$ cat src/rtl/pdp8_mem_responder_if.sv
// Request/response bundle between the fetch/execute units, the responder and
// its single-port SRAM. Slave is the responder's view; master is the
// requesters plus the SRAM.
interface pdp8_mem_responder_if #(
  parameter int ADDR_WIDTH = 12,
  parameter int DATA_WIDTH = 12
);
  logic                  ifu_rd_req;
  logic [ADDR_WIDTH-1:0] ifu_rd_addr;
  logic [DATA_WIDTH-1:0] ifu_rd_data;
  logic                  ifu_rd_valid;

  logic                  exec_rd_req;
  logic [ADDR_WIDTH-1:0] exec_rd_addr;
  logic [DATA_WIDTH-1:0] exec_rd_data;
  logic                  exec_rd_valid;

  logic                  exec_wr_req;
  logic [ADDR_WIDTH-1:0] exec_wr_addr;
  logic [DATA_WIDTH-1:0] exec_wr_data;
  logic                  exec_wr_ack;

  logic                  sram_en;
  logic                  sram_we;
  logic [ADDR_WIDTH-1:0] sram_addr;
  logic [DATA_WIDTH-1:0] sram_wdata;
  logic [DATA_WIDTH-1:0] sram_rdata;

  logic                  mem_busy;
  logic                  err_overrun;

  modport slave (
    input  ifu_rd_req, ifu_rd_addr, exec_rd_req, exec_rd_addr,
           exec_wr_req, exec_wr_addr, exec_wr_data, sram_rdata,
    output ifu_rd_data, ifu_rd_valid, exec_rd_data, exec_rd_valid,
           exec_wr_ack, sram_en, sram_we, sram_addr, sram_wdata,
           mem_busy, err_overrun
  );

  modport master (
    output ifu_rd_req, ifu_rd_addr, exec_rd_req, exec_rd_addr,
           exec_wr_req, exec_wr_addr, exec_wr_data, sram_rdata,
    input  ifu_rd_data, ifu_rd_valid, exec_rd_data, exec_rd_valid,
           exec_wr_ack, sram_en, sram_we, sram_addr, sram_wdata,
           mem_busy, err_overrun
  );
endinterface

$ cat src/rtl/pdp8_mem_responder.sv
// Arbitrates fetch reads, execute reads and execute writes onto one
// single-port SRAM (1-cycle read latency). One pending slot per source;
// writes win over exec reads, which win over fetch reads, so a write and a
// read to the same address pending together return the new data.
module pdp8_mem_responder #(
  parameter int ADDR_WIDTH = 12,
  parameter int DATA_WIDTH = 12
) (
  input logic                   clk,
  input logic                   reset,
  pdp8_mem_responder_if.slave   bus
);

  typedef enum logic {IDLE = 1'b0, RD_WAIT = 1'b1} state_t;

  typedef struct packed {
    logic                  vld;
    logic [ADDR_WIDTH-1:0] addr;
  } rd_pend_t;

  typedef struct packed {
    logic                  vld;
    logic [ADDR_WIDTH-1:0] addr;
    logic [DATA_WIDTH-1:0] data;
  } wr_pend_t;

  state_t   state, state_nxt;
  rd_pend_t ifu_q, erd_q;
  wr_pend_t ewr_q;
  logic     src_exec_q;      // source of the read in flight: 1 = exec, 0 = fetch
  logic     iss_wr, iss_erd, iss_ifu;
  logic     ifu_acc, erd_acc, ewr_acc, ovr;

  logic [DATA_WIDTH-1:0] ifu_data_q, erd_data_q;
  logic                  ifu_vld_q, erd_vld_q, ack_q, err_q;

  // A slot can take a new request if empty or being issued this cycle;
  // a request hitting an occupied, non-issuing slot is lost.
  assign ifu_acc = bus.ifu_rd_req  & (~ifu_q.vld | iss_ifu);
  assign erd_acc = bus.exec_rd_req & (~erd_q.vld | iss_erd);
  assign ewr_acc = bus.exec_wr_req & (~ewr_q.vld | iss_wr);
  assign ovr     = (bus.ifu_rd_req  & ifu_q.vld & ~iss_ifu) |
                   (bus.exec_rd_req & erd_q.vld & ~iss_erd) |
                   (bus.exec_wr_req & ewr_q.vld & ~iss_wr);

  // Fixed-priority issue in IDLE, SRAM drive and next state
  always_comb begin
    state_nxt      = state;
    iss_wr         = 1'b0;
    iss_erd        = 1'b0;
    iss_ifu        = 1'b0;
    bus.sram_en    = 1'b0;
    bus.sram_we    = 1'b0;
    bus.sram_addr  = '0;
    bus.sram_wdata = '0;
    case (state)
      IDLE: begin
        if (ewr_q.vld) begin
          iss_wr         = 1'b1;
          bus.sram_en    = 1'b1;
          bus.sram_we    = 1'b1;
          bus.sram_addr  = ewr_q.addr;
          bus.sram_wdata = ewr_q.data;
        end else if (erd_q.vld) begin
          iss_erd       = 1'b1;
          bus.sram_en   = 1'b1;
          bus.sram_addr = erd_q.addr;
          state_nxt     = RD_WAIT;
        end else if (ifu_q.vld) begin
          iss_ifu       = 1'b1;
          bus.sram_en   = 1'b1;
          bus.sram_addr = ifu_q.addr;
          state_nxt     = RD_WAIT;
        end
      end
      RD_WAIT: state_nxt = IDLE;
    endcase
  end

  // State register and in-flight read source
  always_ff @(posedge clk or posedge reset) begin
    if (reset) begin
      state      <= IDLE;
      src_exec_q <= 1'b0;
    end else begin
      state <= state_nxt;
      if (iss_erd)      src_exec_q <= 1'b1;
      else if (iss_ifu) src_exec_q <= 1'b0;
    end
  end

  // Per-source pending slots; accept wins over clear on the issue cycle
  always_ff @(posedge clk or posedge reset) begin
    if (reset) begin
      ifu_q <= '0;
      erd_q <= '0;
      ewr_q <= '0;
      err_q <= 1'b0;
    end else begin
      if (ifu_acc)      ifu_q <= '{vld: 1'b1, addr: bus.ifu_rd_addr};
      else if (iss_ifu) ifu_q.vld <= 1'b0;
      if (erd_acc)      erd_q <= '{vld: 1'b1, addr: bus.exec_rd_addr};
      else if (iss_erd) erd_q.vld <= 1'b0;
      if (ewr_acc)      ewr_q <= '{vld: 1'b1, addr: bus.exec_wr_addr, data: bus.exec_wr_data};
      else if (iss_wr)  ewr_q.vld <= 1'b0;
      err_q <= err_q | ovr;
    end
  end

  // Responses: one-cycle strobes, read data held until the next response
  always_ff @(posedge clk or posedge reset) begin
    if (reset) begin
      ifu_data_q <= '0;
      erd_data_q <= '0;
      ifu_vld_q  <= 1'b0;
      erd_vld_q  <= 1'b0;
      ack_q      <= 1'b0;
    end else begin
      ack_q     <= iss_wr;
      ifu_vld_q <= 1'b0;
      erd_vld_q <= 1'b0;
      if (state == RD_WAIT) begin
        if (src_exec_q) begin
          erd_data_q <= bus.sram_rdata;
          erd_vld_q  <= 1'b1;
        end else begin
          ifu_data_q <= bus.sram_rdata;
          ifu_vld_q  <= 1'b1;
        end
      end
    end
  end

  assign bus.ifu_rd_data   = ifu_data_q;
  assign bus.ifu_rd_valid  = ifu_vld_q;
  assign bus.exec_rd_data  = erd_data_q;
  assign bus.exec_rd_valid = erd_vld_q;
  assign bus.exec_wr_ack   = ack_q;
  assign bus.err_overrun   = err_q;
  assign bus.mem_busy      = ifu_q.vld | erd_q.vld | ewr_q.vld | (state == RD_WAIT);

endmodule
$ cat src/flat_wrapper.sv
// flat-port wrapper written by rule: the top's interface ports become plain ports
module pdp8_mem_responder_flat 
#(
  parameter int ADDR_WIDTH = 12,
  parameter int DATA_WIDTH = 12
)
  (clk, reset, bus_ifu_rd_req, bus_ifu_rd_addr, bus_exec_rd_req, bus_exec_rd_addr, bus_exec_wr_req, bus_exec_wr_addr, bus_exec_wr_data, bus_sram_rdata, bus_ifu_rd_data, bus_ifu_rd_valid, bus_exec_rd_data, bus_exec_rd_valid, bus_exec_wr_ack, bus_sram_en, bus_sram_we, bus_sram_addr, bus_sram_wdata, bus_mem_busy, bus_err_overrun);
  pdp8_mem_responder_if #(.ADDR_WIDTH(ADDR_WIDTH), .DATA_WIDTH(DATA_WIDTH)) bus_i ();
  input logic clk;
  input logic reset;
  input wire logic [$bits(bus_i.ifu_rd_req)-1:0] bus_ifu_rd_req;
  input wire logic [$bits(bus_i.ifu_rd_addr)-1:0] bus_ifu_rd_addr;
  input wire logic [$bits(bus_i.exec_rd_req)-1:0] bus_exec_rd_req;
  input wire logic [$bits(bus_i.exec_rd_addr)-1:0] bus_exec_rd_addr;
  input wire logic [$bits(bus_i.exec_wr_req)-1:0] bus_exec_wr_req;
  input wire logic [$bits(bus_i.exec_wr_addr)-1:0] bus_exec_wr_addr;
  input wire logic [$bits(bus_i.exec_wr_data)-1:0] bus_exec_wr_data;
  input wire logic [$bits(bus_i.sram_rdata)-1:0] bus_sram_rdata;
  output wire logic [$bits(bus_i.ifu_rd_data)-1:0] bus_ifu_rd_data;
  output wire logic [$bits(bus_i.ifu_rd_valid)-1:0] bus_ifu_rd_valid;
  output wire logic [$bits(bus_i.exec_rd_data)-1:0] bus_exec_rd_data;
  output wire logic [$bits(bus_i.exec_rd_valid)-1:0] bus_exec_rd_valid;
  output wire logic [$bits(bus_i.exec_wr_ack)-1:0] bus_exec_wr_ack;
  output wire logic [$bits(bus_i.sram_en)-1:0] bus_sram_en;
  output wire logic [$bits(bus_i.sram_we)-1:0] bus_sram_we;
  output wire logic [$bits(bus_i.sram_addr)-1:0] bus_sram_addr;
  output wire logic [$bits(bus_i.sram_wdata)-1:0] bus_sram_wdata;
  output wire logic [$bits(bus_i.mem_busy)-1:0] bus_mem_busy;
  output wire logic [$bits(bus_i.err_overrun)-1:0] bus_err_overrun;
  assign bus_i.ifu_rd_req = bus_ifu_rd_req;
  assign bus_i.ifu_rd_addr = bus_ifu_rd_addr;
  assign bus_i.exec_rd_req = bus_exec_rd_req;
  assign bus_i.exec_rd_addr = bus_exec_rd_addr;
  assign bus_i.exec_wr_req = bus_exec_wr_req;
  assign bus_i.exec_wr_addr = bus_exec_wr_addr;
  assign bus_i.exec_wr_data = bus_exec_wr_data;
  assign bus_i.sram_rdata = bus_sram_rdata;
  assign bus_ifu_rd_data = bus_i.ifu_rd_data;
  assign bus_ifu_rd_valid = bus_i.ifu_rd_valid;
  assign bus_exec_rd_data = bus_i.exec_rd_data;
  assign bus_exec_rd_valid = bus_i.exec_rd_valid;
  assign bus_exec_wr_ack = bus_i.exec_wr_ack;
  assign bus_sram_en = bus_i.sram_en;
  assign bus_sram_we = bus_i.sram_we;
  assign bus_sram_addr = bus_i.sram_addr;
  assign bus_sram_wdata = bus_i.sram_wdata;
  assign bus_mem_busy = bus_i.mem_busy;
  assign bus_err_overrun = bus_i.err_overrun;
  pdp8_mem_responder #(.ADDR_WIDTH(ADDR_WIDTH), .DATA_WIDTH(DATA_WIDTH)) u_core (.clk(clk), .reset(reset), .bus(bus_i));
endmodule
$ cat config.mk
export PLATFORM = sky130hd
export DESIGN_NAME = pdp8_mem_responder_flat
export DESIGN_NICKNAME = d
export VERILOG_FILES = /design/src/rtl/pdp8_mem_responder_if.sv /design/src/rtl/pdp8_mem_responder.sv /design/src/flat_wrapper.sv
export SDC_FILE = /design/constraint.sdc
export NUM_CORES = 1
export LEC_CHECK = 0
export CAP_MARGIN = 25
export CORE_MARGIN = 2
export CORE_UTILIZATION = 48
export DETAILED_ROUTE_END_ITERATION = 8
export PLACE_DENSITY = 0.83
export SLEW_MARGIN = 20
export SYNTH_ARGS = -nofsm -noshare
export SYNTH_HDL_FRONTEND = slang
export SYNTH_SLANG_ARGS = --single-unit
$ cat constraint.sdc
create_clock -name clk -period 6.8 [get_ports clk]
set_clock_uncertainty 0.1 [all_clocks]
set_input_delay 1.36 -clock clk [delete_from_list [all_inputs] [get_ports clk]]
set_output_delay 1.36 -clock clk [all_outputs]
set_load 0.1 [all_outputs]
### Word-level counts from Yosys, hierarchy flattened

Index checks and enable logic that the tools add are counted.

* bits of input ports: 65
* word-level logic and storage cells: 78
* output and inout bits: 55
* bits in registers: 81

* reduce and logical (&&, ||, !) cells: 6
* bitwise operators: 26
* muxes and demuxes: 31

Operators by type and width (count)
* $mux 12: 6
* $mux 1: 24
* $and 1x1->1: 9
* $or 1x1->1: 9
* $not 1->1: 8
* $reduce_bool 2->1: 4
* $reduce_and 2->1: 2
* $pmux 1 s2: 1

### Depth between registers and ports, before layout

* depth after elaboration: 9
* depth in mapped cells: 5
* gate-level depth less buffers: 3

### Worst setup path before layout

No wires, ideal clock.

* path type: register to output
* from: reg u_core.erd_q[12] (netlist bit)
* to: out bus_sram_addr[10]
* arrival time: 3.051 ns
* path buffers: 2
* stages on the path, launching flop included: 6
* data required time: 5.340 ns
* setup slack: 2.289 ns
* path through: dfrtp_1 buf_2 nor2b_1 buf_2 a221oi_1 nor3_1

* word-level cells in the longest chain between the ends: 3

Ends and longest elaborated chain
* start: declaration: RTL line pdp8_mem_responder.sv:28 `rd_pend_t ifu_q, erd_q;`
* start signal: assignment: RTL line pdp8_mem_responder.sv:102 `if (erd_acc) erd_q <= '{vld: 1'b1, addr: bus.exec_rd_addr};`
* $mux 12: RTL line pdp8_mem_responder.sv:64 `end else if (erd_q.vld) begin`
* $mux 12: RTL line pdp8_mem_responder.sv:58 `if (ewr_q.vld) begin`
* $mux 12: RTL line pdp8_mem_responder.sv:56 `case (state)`
* end: declaration: RTL line flat_wrapper.sv:26 `output wire logic [$bits(bus_i.sram_addr)-1:0] bus_sram_addr;`

Every way passes these cells.

### Worst setup path after layout

* from: reg u_core.ewr_q[24] (netlist bit)
* to: out bus_sram_wdata[4]

* word-level cells in the longest chain between the ends: 2

Ends and longest elaborated chain
* start: declaration: RTL line pdp8_mem_responder.sv:29 `wr_pend_t ewr_q;`
* start signal: assignment: RTL line pdp8_mem_responder.sv:104 `if (ewr_acc) ewr_q <= '{vld: 1'b1, addr: bus.exec_wr_addr, data: bus.exec_wr_data};`
* $mux 12: RTL line pdp8_mem_responder.sv:58
* $mux 12: RTL line pdp8_mem_responder.sv:56
* end: declaration: RTL line flat_wrapper.sv:27 `output wire logic [$bits(bus_i.sram_wdata)-1:0] bus_sram_wdata;`

Every way passes these cells.

==> impl_metrics.py <==
metrics = {
    "sta": {
        "fin_crit_ns": 4.96,
        "fin_setup_tns_ns": 0,
        "slew_viol_final": 0,
        "hold_viol": 0,
        "tightestPinTransition_ns": 1.01,
        "finalCritPeriodShare": 0.729,
        "rsz0062_at_grt": "false",
        "setup_ws_ns": 1.84,
        "setup_viol": 0,
        "fmax_mhz": 202,
        "worst_slew_margin_rel": 0.321,
    },
    "power": {
        "ir_drop_v": 0.000240,
        "p_leak_nw": 2.02,
        "powerDensity_nw_per_um2": 463,
        "power_switching_mw": 1.10,
        "power_frac_clock": 0.153,
        "p_int_mw": 1.14,
        "p_comb_frac": 0.527,
        "p_seq_frac": 0.319,
        "swShare": 0.491,
    },
    "clock_network": {
        "cts.repair.resized": 0,
        "cts_max_level": 3,
        "cts_tree": "built",
        "clock-sinks": 81,
        "post-cts-setup-buffers": 0,
        "cts_made_buffers": 9,
        "clk_latency_ns": 0.34,
        "hold_buffers": 0,
        "clockBufferDepth": 2,
        "clk_pin_slew_ns": 0.07,
        "root_buffer": "clkbuf_8",
    },
    "detailed_routing": {
        "routedWlPerCell_um": 16.3,
        "drt_iter0_drc": 139,
        "dr.pass1.iters": 4,
        "vias": 2358,
        "drt_wl_total_um": 7480,
        "postRouteAntennaNets": 0,
        "routed_via_density": 5.13,
        "drcViolationCount": 0,
    },
    "critical_path": {
        "critPathLaunchType": "flop",
        "worstSetupEndpointType": "output port",
        "crit_fanout": 19,
        "cp.required_ns": 5.34,
        "path_class": "reg2out",
        "cp.arrival_ns": 3.50,
    },
    "synthesis": {
        "ys_top_cells_by_count": "dfrtp_1 (81), mux2_2 (62), nor2_1 (15)",
        "yosysTopAreaCellShare": 0.596,
        "netlist_area_um2": 3400,
        "synth_edf_count": 0,
        "yosys.area.top_type": "dfrtp_1",
        "synth_area_leaders": "dfrtp_1 (60%), mux2_2 (21%), mux2_4 (4.4%)",
        "synth_most_common_cell": "dfrtp_1",
        "yosysSeqAreaShare": 0.596,
        "synthesis.area_per_instance_um2": 14.1,
        "yosys_most_used_dff": "dfrtp_1",
        "synthCells": 242,
        "ys_warn_count": 0,
        "synth.distinct_cells": 26,
        "ys_seq_elements": 81,
        "synthArstFlopShare": 1.00,
        "synth_nets": 307,
    },
    "placement": {
        "post_dp_cell_area_um2": 4640,
        "port_buffers": 119,
        "dp_hpwl_um": 5410,
        "post-place-ws_ns": 2.23,
        "place_congestion": 0.801,
    },
    "die": {
        "coreArea_um2": 6830,
        "chipHeight_um": 88.2,
        "die_w_um": 88.2,
        "floorplan.io_pins": 120,
        "die_area_um2": 7780,
        "start_util": 0.498,
        "rows": 30,
    },
    "cells_and_area": {
        "multi_input_area_um2": 1280,
        "diodes": 0,
        "drive_gt1_frac": 0.258,
        "final_nets": 424,
        "area_delta_synth_final_pct": 42.4,
        "stdcell_area_um2": 4850,
        "postLayoutCoreUtil": 0.710,
        "ff_latch_area_um2": 2030,
        "n_fill_cell": 510,
    },
    "flow_run": {
        "drv_cap": 0,
    },
    "worst_hold_path": {
        "hold_class": "reg2reg",
    },
    "global_routing": {
        "track_usage": 0.200,
        "grt_overflow": 0,
        "grt_pass1_vias": 2351,
        "grt_max_degree": 82,
        "grt_pass1_wl_um": 11600,
        "antenna_found_initial": 0,
    },
    "outcome": {
        "outcome": "finished clean",
    },
}
layout make-up:
type	instances	share of cell area
Tap cell	96	0.0248
Inverter	4	0.00336
Clock inverter	5	0.0114
Timing Repair Buffer	121	0.250
Sequential cell	81	0.418
Multi-Input combinational cell	142	0.264
Clock buffer	11	0.0292
worst paths after layout:
| kind | startpoint | end | slack (ns) | cells past startpoint |
|---|---|---|---|---|
| setup / recovery | u_core.ewr_q[24] | bus_sram_wdata[4] | 1.84 | 4 |
| hold / removal | u_core.bus.err_overrun | u_core.bus.err_overrun | 0.39 | 2 |
| setup reg to reg | u_core.state | u_core.bus.ifu_rd_data[0] | 4.64 | 2 |
| hold reg to reg | u_core.bus.err_overrun | u_core.bus.err_overrun | 0.39 | 2 |
| max in group asynchronous | reset | u_core.erd_q[3] | 4.68 | 3 |
| min in group asynchronous | reset | u_core.bus.exec_rd_data[0] | 1.43 | 3 |
power by group through the flow:
| stage | clock [mW] | sequential [mW] | combinational, mW |
|---|---|---|---|
| floorplan | 0 | 1.21 | 0.419 |
| global placement | 0 | 0.717 | 1.17 |
| detailed placement | 0 | 0.724 | 1.19 |
| CTS | 0.353 | 0.716 | 1.19 |
| global route | 0.375 | 0.734 | 1.22 |
| finish | 0.344 | 0.716 | 1.18 |
cells in the final DEF (no fill, tap or decap):
cell type,n
a22o_1,1
mux2_4,10
a21oi_1,1
nor3_1,13
clkbuf_8,10
a21o_1,1
and2_1,12
mux2_2,62
o31ai_4,1
o221ai_1,1
clkinvlp_4,2
o21ai_0,1
a31oi_1,1
nand2b_1,1
dfrtp_1,81
nor2_1,15
inv_1,3
a22oi_1,1
nor2b_1,1
clkinv_2,3
clkbuf_1,1
buf_6,1
nand2_2,1
clkdlybuf4s50_1,119
a21boi_2,1
a221oi_1,12
bufinv_16,1
nor2b_2,1
nand2_1,5
buf_4,1
sequential cells by signal, summed over array words and instances (netlist names):
name,flops
u_core.bus.err_overrun,1
u_core.erd_q,13
u_core.ifu_q,13
u_core.state,1
u_core.src_exec_q,1
u_core.ewr_q,25
u_core.bus.exec_rd_data,12
u_core.bus.ifu_rd_valid,1
u_core.bus.exec_wr_ack,1
u_core.bus.ifu_rd_data,12
u_core.bus.exec_rd_valid,1
cell families (layout without fill, tap and decap cells):
family                 Yosys count  in the layout  synth area share
AO/OA/AOI/OAI                   21             21            0.0548
multiplexers                    72             72             0.249
AND/OR/NAND/NOR                 49             49            0.0706
buffers and inverters           19            141            0.0298
flip-flops                      81             81             0.596
layer usage:
metal,vias to the layer above,track usage,share of wire
met3,15,0.0396,0.060
met4,0,0.0771,0.021
met2,103,0.332,0.48
met5,-,0,0
li1,1093,-,-
met1,1147,0.262,0.44
metrics by stage:
step	instances	total power [mW]	hold slack, ns
finish	460	2.24	0.392
global route	460	2.33	0.417
CTS	460	2.26	0.390
detailed placement	444	1.91	0.369
global placement	444	1.89	0.374
floorplan	242	1.62	0.372
critical path, cell delays in order, from the launching register on:
cell and delay (ns):
dfrtp_1 0.77, inv_1 0.38, nor2_1 0.65, and2_1 0.23
clkdlybuf4s50_1 1.13
No activity file was read; power rests on OpenSTA's default activity.
